$ cat config.mk
export PLATFORM = sky130hd
export DESIGN_NAME = line_fill_buffer
export DESIGN_NICKNAME = d
export VERILOG_FILES = /design/src/rtl/line_fill_buffer_pkg.sv /design/src/rtl/line_fill_buffer_fill_mask_tracker.sv /design/src/rtl/line_fill_buffer.sv
export SDC_FILE = /design/constraint.sdc
export NUM_CORES = 1
export LEC_CHECK = 0
export ABC_AREA = 1
export ABC_CLOCK_PERIOD_IN_PS = 45600
export CORE_AREA = 2 2 263 265
export DETAILED_ROUTE_END_ITERATION = 10
export DIE_AREA = 0 0 265 267
export DONT_BUFFER_PORTS = 1
export HOLD_SLACK_MARGIN = 0.06
export PLACE_DENSITY = 0.6
export SETUP_SLACK_MARGIN = 0.1
export SLEW_MARGIN = 25
export SYNTH_ARGS = -nofsm -noshare
export SYNTH_HDL_FRONTEND = slang
export SYNTH_SLANG_ARGS = --single-unit
$ cat constraint.sdc
create_clock -name clk -period 45.6 [get_ports clk]
set_input_delay 9.12 -clock clk [delete_from_list [all_inputs] [get_ports clk]]
set_output_delay 9.12 -clock clk [all_outputs]
set_load 0.005 [all_outputs]
$ cat src/rtl/line_fill_buffer_pkg.sv
// FUNCTIONS package for the line fill buffer: cache geometry constants,
// mask reduction helpers, a ceil-log2 helper and the fill FSM state type.
package line_fill_buffer_pkg;

  localparam int MINIMUM_ADDRESSIBLE_SIZE = 8;    // bits per addressable unit
  localparam int cache_block              = 512;  // bits per cache line

  // Widest mask the reduction helpers handle; narrower masks are zero-extended.
  localparam int FN_W = 512;

  typedef logic [cache_block-1:0]                            line_data_t;
  typedef logic [cache_block/MINIMUM_ADDRESSIBLE_SIZE-1:0]   byte_mask_t;

  typedef enum logic [1:0] {
    LFB_IDLE    = 2'd0,
    LFB_REQ     = 2'd1,
    LFB_FILL    = 2'd2,
    LFB_DELIVER = 2'd3
  } lfb_state_e;

  // AND of the low n bits of v; bits at or above n do not participate.
  function automatic logic and_itself(input logic [FN_W-1:0] v, input int n);
    logic r;
    r = 1'b1;
    for (int i = 0; i < FN_W; i++)
      if (i < n) r = r & v[i];
    return r;
  endfunction

  function automatic logic or_itself(input logic [FN_W-1:0] v);
    logic r;
    r = 1'b0;
    for (int i = 0; i < FN_W; i++) r = r | v[i];
    return r;
  endfunction

  function automatic int log(input int v);
    int r;
    r = 0;
    while ((1 << r) < v) r++;
    return r;
  endfunction

  function automatic bit is_pow2(input int v);
    return (v > 0) && ((v & (v - 1)) == 0);
  endfunction

endpackage

$ cat src/rtl/line_fill_buffer_fill_mask_tracker.sv
// Per-byte valid mask for the line being filled. Beats set a whole slice;
// fill_done looks ahead so the FSM can leave FILL on the last new beat.
module fill_mask_tracker
  import line_fill_buffer_pkg::*;
#(
  parameter  int LINE_BYTES = 64,
  parameter  int BEAT_BYTES = 8,
  localparam int NUM_BEATS  = LINE_BYTES / BEAT_BYTES,
  localparam int BIDX_W     = (NUM_BEATS > 1) ? log(NUM_BEATS) : 1
) (
  input  logic              clk,
  input  logic              rst,
  input  logic              clr,
  input  logic              set_en,
  input  logic [BIDX_W-1:0] set_idx,
  input  logic [BIDX_W-1:0] query_idx,
  output logic              beat_present,
  output logic              line_full,
  output logic              fill_done
);

  logic [LINE_BYTES-1:0] mask_q;
  logic [LINE_BYTES-1:0] set_mask;

  always_comb begin
    set_mask = '0;
    if (set_en) set_mask[set_idx*BEAT_BYTES +: BEAT_BYTES] = '1;
  end

  always_ff @(posedge clk or posedge rst) begin
    if (rst)         mask_q <= '0;
    else if (clr)    mask_q <= '0;
    else             mask_q <= mask_q | set_mask;
  end

  assign beat_present = or_itself(FN_W'(mask_q[query_idx*BEAT_BYTES +: BEAT_BYTES]));
  assign line_full    = and_itself(FN_W'(mask_q), LINE_BYTES);
  assign fill_done    = and_itself(FN_W'(mask_q | set_mask), LINE_BYTES);

endmodule

$ cat src/rtl/line_fill_buffer.sv
// Line fill buffer: requests a missing line, merges response beats in any
// order (first copy of a beat wins) and offers the full line to the cache.
// Optional critical-word bypass under FILL_CRITICAL_WORD_EN.
module line_fill_buffer
  import line_fill_buffer_pkg::*;
#(
  parameter  int ADDR_WIDTH = 32,
  parameter  int LINE_BYTES = 64,
  parameter  int BEAT_BYTES = 8,
  localparam int OFF_W      = log(LINE_BYTES),
  localparam int BOFF_W     = log(BEAT_BYTES),
  localparam int NUM_BEATS  = LINE_BYTES / BEAT_BYTES,
  localparam int BIDX_W     = (NUM_BEATS > 1) ? log(NUM_BEATS) : 1,
  localparam int BEAT_W     = BEAT_BYTES * 8,
  localparam int LINE_W     = LINE_BYTES * 8
) (
  input  logic                  clk,
  input  logic                  rst,
  input  logic                  miss_valid,
  output logic                  miss_ready,
  input  logic [ADDR_WIDTH-1:0] miss_addr,
  output logic                  mem_req_valid,
  input  logic                  mem_req_ready,
  output logic [ADDR_WIDTH-1:0] mem_req_addr,
  input  logic                  mem_rsp_valid,
  input  logic [BIDX_W-1:0]     mem_rsp_idx,
  input  logic [BEAT_W-1:0]     mem_rsp_data,
  output logic                  line_valid,
  input  logic                  line_ready,
  output logic [ADDR_WIDTH-1:0] line_addr,
  output logic [LINE_W-1:0]     line_data,
`ifdef FILL_CRITICAL_WORD_EN
  output logic                  cw_valid,
  output logic [BEAT_W-1:0]     cw_data,
`endif
  output logic                  busy
);

  if (!is_pow2(LINE_BYTES) || !is_pow2(BEAT_BYTES) ||
      LINE_BYTES < BEAT_BYTES || LINE_BYTES > FN_W) begin : g_bad_cfg
    $error("line_fill_buffer: LINE_BYTES/BEAT_BYTES must be powers of 2 with LINE_BYTES >= BEAT_BYTES");
  end

  lfb_state_e            state_q, state_d;
  logic [ADDR_WIDTH-1:0] addr_q;
  logic [LINE_W-1:0]     data_q;
  logic                  mask_clr, beat_wr;
  logic                  beat_present, line_full, fill_done;

  fill_mask_tracker #(
    .LINE_BYTES (LINE_BYTES),
    .BEAT_BYTES (BEAT_BYTES)
  ) u_mask (
    .clk          (clk),
    .rst          (rst),
    .clr          (mask_clr),
    .set_en       (beat_wr),
    .set_idx      (mem_rsp_idx),
    .query_idx    (mem_rsp_idx),
    .beat_present (beat_present),
    .line_full    (line_full),
    .fill_done    (fill_done)
  );

  always_ff @(posedge clk or posedge rst) begin
    if (rst) state_q <= LFB_IDLE;
    else     state_q <= state_d;
  end

  always_comb begin
    state_d       = state_q;
    miss_ready    = 1'b0;
    mem_req_valid = 1'b0;
    line_valid    = 1'b0;
    mask_clr      = 1'b0;
    beat_wr       = 1'b0;
    case (state_q)
      LFB_IDLE: begin
        miss_ready = 1'b1;
        if (miss_valid) begin
          mask_clr = 1'b1;
          state_d  = LFB_REQ;
        end
      end
      LFB_REQ: begin
        mem_req_valid = 1'b1;
        if (mem_req_ready) state_d = LFB_FILL;
      end
      LFB_FILL: begin
        // Duplicates are dropped so the first copy of each beat is kept.
        beat_wr = mem_rsp_valid && !beat_present;
        if (beat_wr && fill_done) state_d = LFB_DELIVER;
      end
      LFB_DELIVER: begin
        line_valid = 1'b1;
        if (line_ready) begin
          mask_clr = 1'b1;
          state_d  = LFB_IDLE;
        end
      end
      default: state_d = LFB_IDLE;
    endcase
  end

  always_ff @(posedge clk or posedge rst) begin
    if (rst)                        addr_q <= '0;
    else if (miss_valid && miss_ready) addr_q <= {miss_addr[ADDR_WIDTH-1:OFF_W], OFF_W'(0)};
  end

  always_ff @(posedge clk or posedge rst) begin
    if (rst)          data_q <= '0;
    else if (beat_wr) data_q[mem_rsp_idx*BEAT_W +: BEAT_W] <= mem_rsp_data;
  end

  assign mem_req_addr = addr_q;
  assign line_addr    = addr_q;
  assign line_data    = data_q;
  assign busy         = (state_q != LFB_IDLE);

  // line_full mirrors DELIVER entry; kept for observability only.
  logic unused_line_full;
  assign unused_line_full = line_full;

`ifdef FILL_CRITICAL_WORD_EN
  logic [BIDX_W-1:0] crit_idx_q;

  always_ff @(posedge clk or posedge rst) begin
    if (rst)                           crit_idx_q <= '0;
    else if (miss_valid && miss_ready) crit_idx_q <= BIDX_W'(miss_addr[OFF_W-1:0] >> BOFF_W);
  end

  always_ff @(posedge clk or posedge rst) begin
    if (rst) begin
      cw_valid <= 1'b0;
      cw_data  <= '0;
    end else begin
      cw_valid <= beat_wr && (mem_rsp_idx == crit_idx_q);
      if (beat_wr && (mem_rsp_idx == crit_idx_q)) cw_data <= mem_rsp_data;
    end
  end
`else
  logic unused_low_addr;
  assign unused_low_addr = ^miss_addr[OFF_W-1:0];
`endif

endmodule

==> metrics.cfg <==
[status]
status=finished clean

[global_routing]
grt_pass1_vias=18900
grt_use_met2_pct=41.4
grt_start_max_net_pins=171
grt_pass1_wl_mm=126
busiest_layer=met2
use_met1_pct=26.5
grt_antenna_before_repair=2
grtUsageMet3_pct=9.18
grtUsageTotal_pct=24.0
gr-total-overflow=0

[placed_design]
pre_cts_slack_ns=32.46
routabilityCongestion=0.907
dpl.hpwl_mm=60.9
postPlaceCellArea_um2=25200
port_buffers=0

[timing]
rsz0062_at_grt=false
fin_crit_ns=12.49
fmax_mhz=80.1
setup_slack_ns=33.11
fin_crit_sh_pct=27.4
tightest_slew_ns=0.996
finalSetupViolCount=0
setup_tns_ns=0
slew_headroom_pct=33.6
finalHoldViolCount=0
fin_worst_skew_ns=0.0219
slew_viol_final=0

[logic_synthesis]
synth_top_area_share_pct=60.8
netlist_instances=2702
synth_edf_count=0
yosysWarnings=0
synthArstFlopShare_pct=100
synth_seq_cells=604
synth.top_cells.by_area=dfrtp_1, nand2_1, o21ai_0
syn_area_per_cell_um2=9.20
synth_ff_type=dfrtp_1
yosysTopAreaCell=dfrtp_1
syn_area_um2=24800
ys_seq_area_share_pct=60.8
ys_types=29

[critical_path]
timing.critical_path.to=state_q[0]
rr_worst_depth=12
crit_start=mem_rsp_idx[0]
path_class=input port to register
cp_max_fo=41
critPathRequiredTime_ns=46.14
r2r_slack_ns=42.43
r2r_end=state_q[0]
critPathLaunchType=input port
endpoint_kind=register
worstReg2RegStart=state_q[0]
cp.arrival_ns=13.03

[pwr]
switching_share_pct=28.1
peakVddDrop_mv=0.0271
powerDensity_nw_per_um2=49.4
total_power_mw=1.37
intPower_mw=0.984
seqPwrFrac_pct=46.7
pwr-share-comb_pct=11.0
power.clock.fraction_pct=42.3
switching_power_mw=0.385
leakage_nw=12.5

[clock_tree]
insertion_delay_ns=0.61
htree_levels=3
clock-sinks=604
cts_tree=built
ctsHoldBuffers=0
clockBufferDepth=3
path_clk_slew_ns=0.06
cts_made_buffers=67
cts_resized=0
cts_setup_buffers=0
cts_root_buffer=clkbuf_16

[finish]
nFillCells=6647
nNetsFinal=2688
area_growth_pct=11.4
layout-drive-gt1-share_pct=6.74
final_util_pct=40.7
n_antenna_cell=0
postLayoutCellArea_um2=27700

[drt]
postRouteAntennaNets=0
routed_wl_mm=86.4
wl_per_cell_um=24.6
dr.first_iter.drc_count=1573
drc_errors=0
vias=18800
viasPerCell=5.36
dr.pass1.iters=5

[min_path]
hp-class=register to register

[floorplan]
start_util_pct=36.5
die-area_um2=70800
core_um2=68000
io_pins=685
die_y_um=267
rows=96
die_width_um=265

[job]
max_cap_violations=0

critical path, stage by stage:
cell and delay [ns]:
inv_2 0.43, ha_4 0.23, ha_4 0.30, inv_2 0.72, nand2_1 0.24, nor2_1 0.23, nand4_4 0.50, o21ai_0 0.35
nand2_1 0.10, nor2_1 0.11, nand2_1 0.06, nor2_1 0.15, nand3_1 0.18, nand2_1 0.13, nand2_1 0.06, nand2_1 0.06
layer usage:
| metal | wire (um) | share of wire, % | up-vias |
|---|---|---|---|
| met5 | 0 | 0 | - |
| met4 | 3550 | 4.1 | 0 |
| met3 | 8550 | 9.9 | 154 |
| met2 | 43700 | 51 | 841 |
| met1 | 30600 | 35 | 9319 |
| li1 | - | - | 8494 |
flip-flops by register name, indices dropped and copies added (netlist names):
signal and flops:
line_addr 26, line_data 512, u_mask.mask_q 64, state_q 2
worst min path at each step:
stage                                end            from  slack [ns]  depth (start not counted)
after floorplan           line_data[506]  line_data[506]        0.47                          2
after global placement    line_data[450]  line_data[450]        0.49                          2
after detailed placement  line_data[451]  line_data[451]        0.50                          2
after CTS                 line_data[451]  line_data[451]        0.51                          2
after global routing      line_data[204]  line_data[204]        0.53                          2
final                     line_data[202]  line_data[202]        0.51                          2
cells by family (layout without fill, tap and decap cells):
group,count (synthesis),after routing,synth area share (%)
simple gates,1016,1016,17.0
compound gates,578,578,12.6
fa+ha+maj,9,9,0.453
flops,604,604,60.8
buf+inv,468,382,7.96
other cells,1,12,0.0151
mux,26,26,1.18
power by group through the flow:
stage	clock [mW]	combinational, mW	sequential (mW)
after global routing	0.614	0.170	0.645
final	0.579	0.151	0.640
after detailed placement	0	0.153	0.649
after CTS	0.591	0.153	0.640
after floorplan	0	0.128	0.628
after global placement	0	0.146	0.647
final cells by class:
| class | count | area, um^2 | area share (%) |
|---|---|---|---|
| timing repair buffer | 28 | 308 | 1.11 |
| multi-input combinational | 1641 | 7910 | 28.6 |
| sequential | 604 | 15100 | 54.6 |
| inverter | 232 | 887 | 3.20 |
| clock inverter | 25 | 445 | 1.61 |
| clock buffer | 97 | 1920 | 6.94 |
| tap | 882 | 1100 | 3.99 |
stage by stage:
stage / cells / hold slack [ns]
after CTS: 3507 / 0.510
final: 3509 / 0.508
after detailed placement: 3385 / 0.495
after global routing: 3509 / 0.535
after floorplan: 2713 / 0.472
after global placement: 3383 / 0.494
synthesized netlist by cell type (24+ instances only):
library cell	count
o31ai_1	83
buf_2	47
nor3_1	119
o21ai_0	398
nand3_1	140
inv_1	229
dfrtp_1	604
clkbuf_1	140
o21ai_1	24
buf_4	39
nand2_1	687
a21oi_1	67
nor2_1	54
mux2_2	26
placed cells by master (no fill, tap or decap), drive strengths merged:
cell and count:
clkinvlp 1, o22ai 1, dfrtp 604, nor4 2
nand3 140, inv 233, ha 9, o41ai 2
nand4 12, clkbuf 97, nor2 54, bufinv 9
conb 12, o31ai 83, buf 28, nand2 688
o21ai 422, nor3 119, clkinv 14, a21oi 68
and3 1, o211ai 2, mux2 26
(Power assumes the default switching activity.)
